`src/rtl/band_pkg.sv`:
```
// ============================================================================
// Module      : band_pkg
// Description : Shared widths, gain constants and FSM state type for the
//               band mix scheduler.
// Revision    : 1.0 - initial release
// ============================================================================
`default_nettype none

package band_pkg;

  localparam int SAMPLE_W = 16;
  localparam int GAIN_W = 8;
  localparam logic [GAIN_W-1:0] GAIN_UNITY = 8'd128;
  localparam int GAIN_SHIFT = 7;

  typedef enum logic [1:0] {
    IDLE   = 2'd0,
    READ   = 2'd1,
    DRAIN  = 2'd2,
    OUTPUT = 2'd3
  } state_t;

endpackage

`default_nettype wire

```
`src/rtl/band_mix_mac.sv`:
```
// ============================================================================
// Module      : band_mix_mac
// Description : Signed sample x unsigned Q1.7 gain multiply-accumulate with
//               clear, plus a Q1.7 rescale and 16-bit saturation of the sum.
// Revision    : 1.0 - initial release
// ============================================================================
`default_nettype none

module band_mix_mac
  import band_pkg::*;
#(
  parameter int ACC_W = SAMPLE_W + GAIN_W + 1 + 4
) (
  input  logic                       clk,
  input  logic                       rst_n,
  input  logic                       clr,
  input  logic                       acc_en,
  input  logic signed [SAMPLE_W-1:0] sample,
  input  logic        [GAIN_W-1:0]   gain,
  output logic signed [SAMPLE_W-1:0] mix
);

  localparam int c_prod_w = SAMPLE_W + GAIN_W + 1;
  localparam logic signed [ACC_W-1:0] c_sat_max = ACC_W'(2 ** (SAMPLE_W - 1) - 1);
  localparam logic signed [ACC_W-1:0] c_sat_min = ACC_W'(-(2 ** (SAMPLE_W - 1)));

  logic signed [c_prod_w-1:0] w_prod;
  logic signed [ACC_W-1:0]    r_acc;
  logic signed [ACC_W-1:0]    w_shift;

  // Gain is zero-extended so 255 stays positive in the signed multiply.
  assign w_prod  = sample * $signed({1'b0, gain});
  assign w_shift = r_acc >>> GAIN_SHIFT;

  always_ff @(posedge clk or negedge rst_n) begin
    if (!rst_n) begin
      r_acc <= '0;
    end else if (clr) begin
      r_acc <= '0;
    end else if (acc_en) begin
      r_acc <= r_acc + ACC_W'(w_prod);
    end
  end

  always_comb begin
    mix = w_shift[SAMPLE_W-1:0];
    if (w_shift > c_sat_max) begin
      mix = c_sat_max[SAMPLE_W-1:0];
    end else if (w_shift < c_sat_min) begin
      mix = c_sat_min[SAMPLE_W-1:0];
    end
  end

endmodule

`default_nettype wire

```
`src/rtl/band_mix_scheduler.sv`:
```
// ============================================================================
// Module      : band_mix_scheduler
// Description : Per-frame sweep of NUM_BANDS tables through one ROM port,
//               gain-weighted mix into a single saturated 16-bit sample.
// Revision    : 1.0 - initial release
// ============================================================================
`default_nettype none

module band_mix_scheduler
  import band_pkg::*;
#(
  parameter int NUM_BANDS  = 16,
  parameter int BAND_DEPTH = 4036,
  parameter int ADDR_WIDTH = $clog2(NUM_BANDS * BAND_DEPTH),
  parameter int BAND_W     = $clog2(NUM_BANDS)
) (
  input  logic                  clk,
  input  logic                  rst_n,
  input  logic                  enable,
  input  logic                  gain_we,
  input  logic [BAND_W-1:0]     gain_band,
  input  logic [GAIN_W-1:0]     gain_val,
  output logic [ADDR_WIDTH-1:0] rom_addr,
  output logic                  rom_en,
  input  logic [SAMPLE_W-1:0]   rom_dout,
  output logic [SAMPLE_W-1:0]   mix_out,
  output logic                  valid_out,
  output logic                  overrun
);

  localparam int c_acc_w = SAMPLE_W + GAIN_W + 1 + BAND_W;

  state_t                  r_state;
  state_t                  w_state_nxt;
  logic                    w_accept;
  logic [BAND_W-1:0]       r_band_idx;
  logic [BAND_W-1:0]       r_mac_band;
  logic                    r_acc_en;
  logic [ADDR_WIDTH-1:0]   r_base;
  logic [ADDR_WIDTH-1:0]   r_ptr;
  logic [GAIN_W-1:0]       r_gain_pend [NUM_BANDS];
  logic [GAIN_W-1:0]       r_gain_act  [NUM_BANDS];
  logic signed [SAMPLE_W-1:0] w_mix;

  always_ff @(posedge clk or negedge rst_n) begin
    if (!rst_n) begin
      r_state <= IDLE;
    end else begin
      r_state <= w_state_nxt;
    end
  end

  always_comb begin
    w_state_nxt = r_state;
    w_accept    = 1'b0;
    rom_en      = 1'b0;
    case (r_state)
      IDLE: begin
        if (enable) begin
          w_accept    = 1'b1;
          w_state_nxt = READ;
        end
      end
      READ: begin
        rom_en = 1'b1;
        if (r_band_idx == BAND_W'(NUM_BANDS - 1)) begin
          w_state_nxt = DRAIN;
        end
      end
      DRAIN:   w_state_nxt = OUTPUT;
      OUTPUT:  w_state_nxt = IDLE;
      default: w_state_nxt = IDLE;
    endcase
  end

  assign rom_addr = rom_en ? (r_base + r_ptr) : '0;

  always_ff @(posedge clk or negedge rst_n) begin
    if (!rst_n) begin
      r_band_idx <= '0;
      r_mac_band <= '0;
      r_acc_en   <= 1'b0;
      r_base     <= '0;
      r_ptr      <= '0;
      mix_out    <= '0;
      valid_out  <= 1'b0;
      overrun    <= 1'b0;
    end else begin
      valid_out  <= 1'b0;
      // ROM data lags the address by one cycle, so the MAC follows the issue.
      r_acc_en   <= rom_en;
      r_mac_band <= r_band_idx;
      if (w_accept) begin
        r_band_idx <= '0;
        r_base     <= '0;
      end else if (rom_en) begin
        r_band_idx <= r_band_idx + 1'b1;
        r_base     <= r_base + ADDR_WIDTH'(BAND_DEPTH);
      end
      if (enable && (r_state != IDLE)) begin
        overrun <= 1'b1;
      end
      if (r_state == OUTPUT) begin
        mix_out   <= w_mix;
        valid_out <= 1'b1;
        r_ptr     <= (r_ptr == ADDR_WIDTH'(BAND_DEPTH - 1)) ? '0 : r_ptr + 1'b1;
      end
    end
  end

  // Pending bank absorbs writes at any time; active bank only loads at frame start.
  always_ff @(posedge clk or negedge rst_n) begin
    if (!rst_n) begin
      for (int b = 0; b < NUM_BANDS; b++) begin
        r_gain_pend[b] <= GAIN_UNITY;
        r_gain_act[b]  <= GAIN_UNITY;
      end
    end else begin
      if (w_accept) begin
        for (int b = 0; b < NUM_BANDS; b++) begin
          r_gain_act[b] <= r_gain_pend[b];
        end
      end
      if (gain_we) begin
        r_gain_pend[gain_band] <= gain_val;
      end
    end
  end

  band_mix_mac #(
    .ACC_W (c_acc_w)
  ) u_mac (
    .clk    (clk),
    .rst_n  (rst_n),
    .clr    (w_accept),
    .acc_en (r_acc_en),
    .sample (rom_dout),
    .gain   (r_gain_act[r_mac_band]),
    .mix    (w_mix)
  );

endmodule

`default_nettype wire
```
`config.mk`:
```
export PLATFORM = sky130hd
export DESIGN_NAME = band_mix_scheduler
export DESIGN_NICKNAME = d
export VERILOG_FILES = /design/src/rtl/band_pkg.sv /design/src/rtl/band_mix_mac.sv /design/src/rtl/band_mix_scheduler.sv
export SDC_FILE = /design/constraint.sdc
export NUM_CORES = 1
export LEC_CHECK = 0
export ABC_AREA = 1
export BUFFER_PORTS_ARGS = -buffer_cell sky130_fd_sc_hd__buf_2
export CAP_MARGIN = 25
export CELL_PAD_IN_SITES_DETAIL_PLACEMENT = 1
export CELL_PAD_IN_SITES_GLOBAL_PLACEMENT = 1
export CORE_UTILIZATION = 48
export DETAILED_ROUTE_END_ITERATION = 6
export PLACE_DENSITY = 0.88
export SYNTH_ARGS = -nofsm -noshare
export SYNTH_HDL_FRONTEND = slang
export SYNTH_SLANG_ARGS = --single-unit
export TNS_END_PERCENT = 50
```
`constraint.sdc`:
```
create_clock -name clk -period 6.1 [get_ports clk]
set_clock_uncertainty 0.05 [all_clocks]
set_input_delay 0.305 -clock clk [delete_from_list [all_inputs] [get_ports clk]]
set_output_delay 0.305 -clock clk [all_outputs]
set_load 0.01 [all_outputs]
```
==> results.cfg <==
[status]
status = complete, but fails checks
violations = setup timing

[route]
drtAntennaViolNets = 0
vias = 19230
dr.pass1.iters = 7
wl_per_cell_um = 20.95
drt_iter0_markers = 1349
drc_errors = 0
wirelength_mm = 72.21
viasPerCell = 5.578

[setup_path]
startpoint_type = register
cp.required_ps = 6510
worstPathMaxFanout = 16
reg2reg_from = r_mac_band[0]$_DFF_PN0_
slowest_delay_ps = 550
crit_start = r_mac_band[0]$_DFF_PN0_
worst_setup_path_end_kind = register
critPathArrivalTime_ps = 6670
path_class = register to register
slowest_stage = fa_1

[synthesis]
synth.top_cell.area_share_pct = 36.51
synth_top_area_cell = dfrtp_1
yosysMostFrequentCell = nand2_1
synth_edf_count = 0
synth_cells = 2727
ys_ff_latch = 344
syn_area_um2 = 21380
async_reset_ff_share_pct = 100.0
synth_ff_type = dfrtp_1
ys_types = 40
syn_area_per_cell_um2 = 7.841
syn_nets = 2970
netlist_top_cells_count = nand2_1, inv_1, dfrtp_1
yosys-top-cells-area = dfrtp_1, nand2_1, fa_1, inv_1, o21ai_0
yosysWarnings = 0
ys_seq_area_share_pct = 40.44

[layout]
drive_above_1_share_pct = 13.11
nets = 3074
area_growth_pct = 16.51

[sta]
worst_slack_ps = -163.7
tightest_slew_ps = 943.8
min_period_ps = 6264
rsz0062_at_grt = true
slew_headroom_pct = 37.01
drv_slew = 0
hold_viol = 0
setup_violations = 18
post-route-period-util_pct = 102.7
whs_ps = 23.64
fmax_mhz = 159.6

[clock_network]
clkLatencyLatePin_ps = 580
cts_made_buffers = 39
root_buffer = clkbuf_16
cts_sinks = 344
clkTransAtPathRegs_ps = 60
h-tree-depth = 2
cts_buffer_depth = 3
cts_tree = done

[floorplan]
die_x_um = 213.1
dieArea_um2 = 45400
fp.coreArea_um2 = 43550
io_pins = 67
dieHeight_um = 213.1
num_rows = 76
start_util_pct = 49.10

[place]
io_buffer_count = 66
pre_cts_ws_ps = -272.0
gp_congestion = 0.9730
dp.final_hpwl_mm = 48.00

[worst_hold_path]
hold_class = primary input to register
hp-start = gain_val[1]

[grt]
grt_overflow = 0
grt_pass1_vias = 21110
grt_max_degree = 143
grt_pass1_wl_mm = 112.0
gr-usage-all-layers_pct = 31.83
antenna_found_initial = 1

[flow_run]
maxCapViolations = 0
[final cells by class]
cell class | count | area, µm²
Fill cell | 5324 | 18640
Multi-Input combinational cell | 1870 | 11310
Sequential cell | 344 | 8651
Inverter | 412 | 1568
Timing Repair Buffer | 164 | 1349
Clock buffer | 53 | 1089
Tap cell | 585 | 732.0
Clock inverter | 18 | 214.0
Antenna cell | 1 | 2.502
[sequential cells by signal (all words and copies together), names as in the netlist]
register	cells
r_gain_act	128
r_gain_pend	128
u_mac.r_acc	29
mix_out	16
r_ptr	16
r_base	14
r_band_idx	4
r_mac_band	4
r_state	2
overrun	1
r_acc_en	1
valid_out	1
[worst max-delay path: cells and delay by family, from the launching register on]
kind / cells / cell delay (ps)
AND/OR/NAND/NOR: 13 / 1190
AO/OA/AOI/OAI: 3 / 370
adder cells (fa/ha/maj): 6 / 2920
buffers and inverters: 9 / 1140
flip-flops: 1 / 480
[routing by layer]
layer | routed length (µm) | global-route usage, % | vias to the layer above
li1 | - | - | 8597
met1 | 28310 | 38.09 | 9826
met2 | 37260 | 56.73 | 580
met3 | 3239 | 4.339 | 226
met4 | 3402 | 14.39 | 0
met5 | 0 | 0 | -
[kinds of logic after synthesis]
logic type      share of synthesized area [%]
flops                                   40.44
buf+inv                                 9.327
compound gates                          10.13
xor+xnor                               0.6144
simple gates                            22.60
fa+ha+maj                               16.88
[final timing paths]
| check | endpoint | slack [ps] | cells past startpoint |
|---|---|---|---|
| hold reg to reg | r_mac_band[2]$_DFF_PN0_ | 360 | 0 |
| hold / removal | r_gain_pend[9]$_DFFE_PN0P_ | 20 | 3 |
| setup / recovery | u_mac.r_acc[23]$_DFFE_PN0P_ | -160 | 31 |
| setup reg to reg | u_mac.r_acc[23]$_DFFE_PN0P_ | -160 | 31 |
| max in group asynchronous | r_gain_pend[124]$_DFFE_PN0P_ | 4410 | 3 |
| min in group asynchronous | r_base[11]$_DFFE_PN0N_ | 300 | 2 |
[through the flow]
stage          utilization (%)  instances  TNS (ps)  instance area (µm²)
5_1_grt                  57.20       3447     -4999                24910
4_1_cts                  55.65       3429    -9.503                24240
2_1_floorplan                -       2727         0                21380
3_3_place_gp             51.92       3342    -615.8                22610
3_5_place_dp             52.01       3345     -2612                22650
6_report                 57.20       3447     -1344                24910
[cell usage in the layout, fill, tap and decap left out, types with 9 or more instances in the layout]
cell type / n
dfrtp_1: 310
ha_1: 64
nand3_1: 57
fa_1: 124
dfstp_2: 32
o211ai_1: 30
clkinv_2: 10
ha_4: 18
a21oi_1: 56
nand4_1: 15
o21ai_0: 259
inv_1: 399
buf_4: 70
nor2_4: 10
nor3_1: 16
clkbuf_16: 40
xor2_1: 9
o21ai_1: 26
nand2_2: 22
buf_2: 65
nor2_2: 14
nand2_1: 831
nor2_1: 244
buf_12: 12
[timing repair]
item | CTS | global route
setup buffers | 3 | 14
pin swaps | 5 | 34
hold buffers | 8 | 0
cloned | 2 | 1
endpoints found under the hold margin | 104 | 0
gates resized for setup | 36 | 122
setup endpoints to repair | 19 | 21
Power is left out: the tool's default activity adds up to more than one toggle a clock period on the data nets, which glitch-free logic cannot reach.
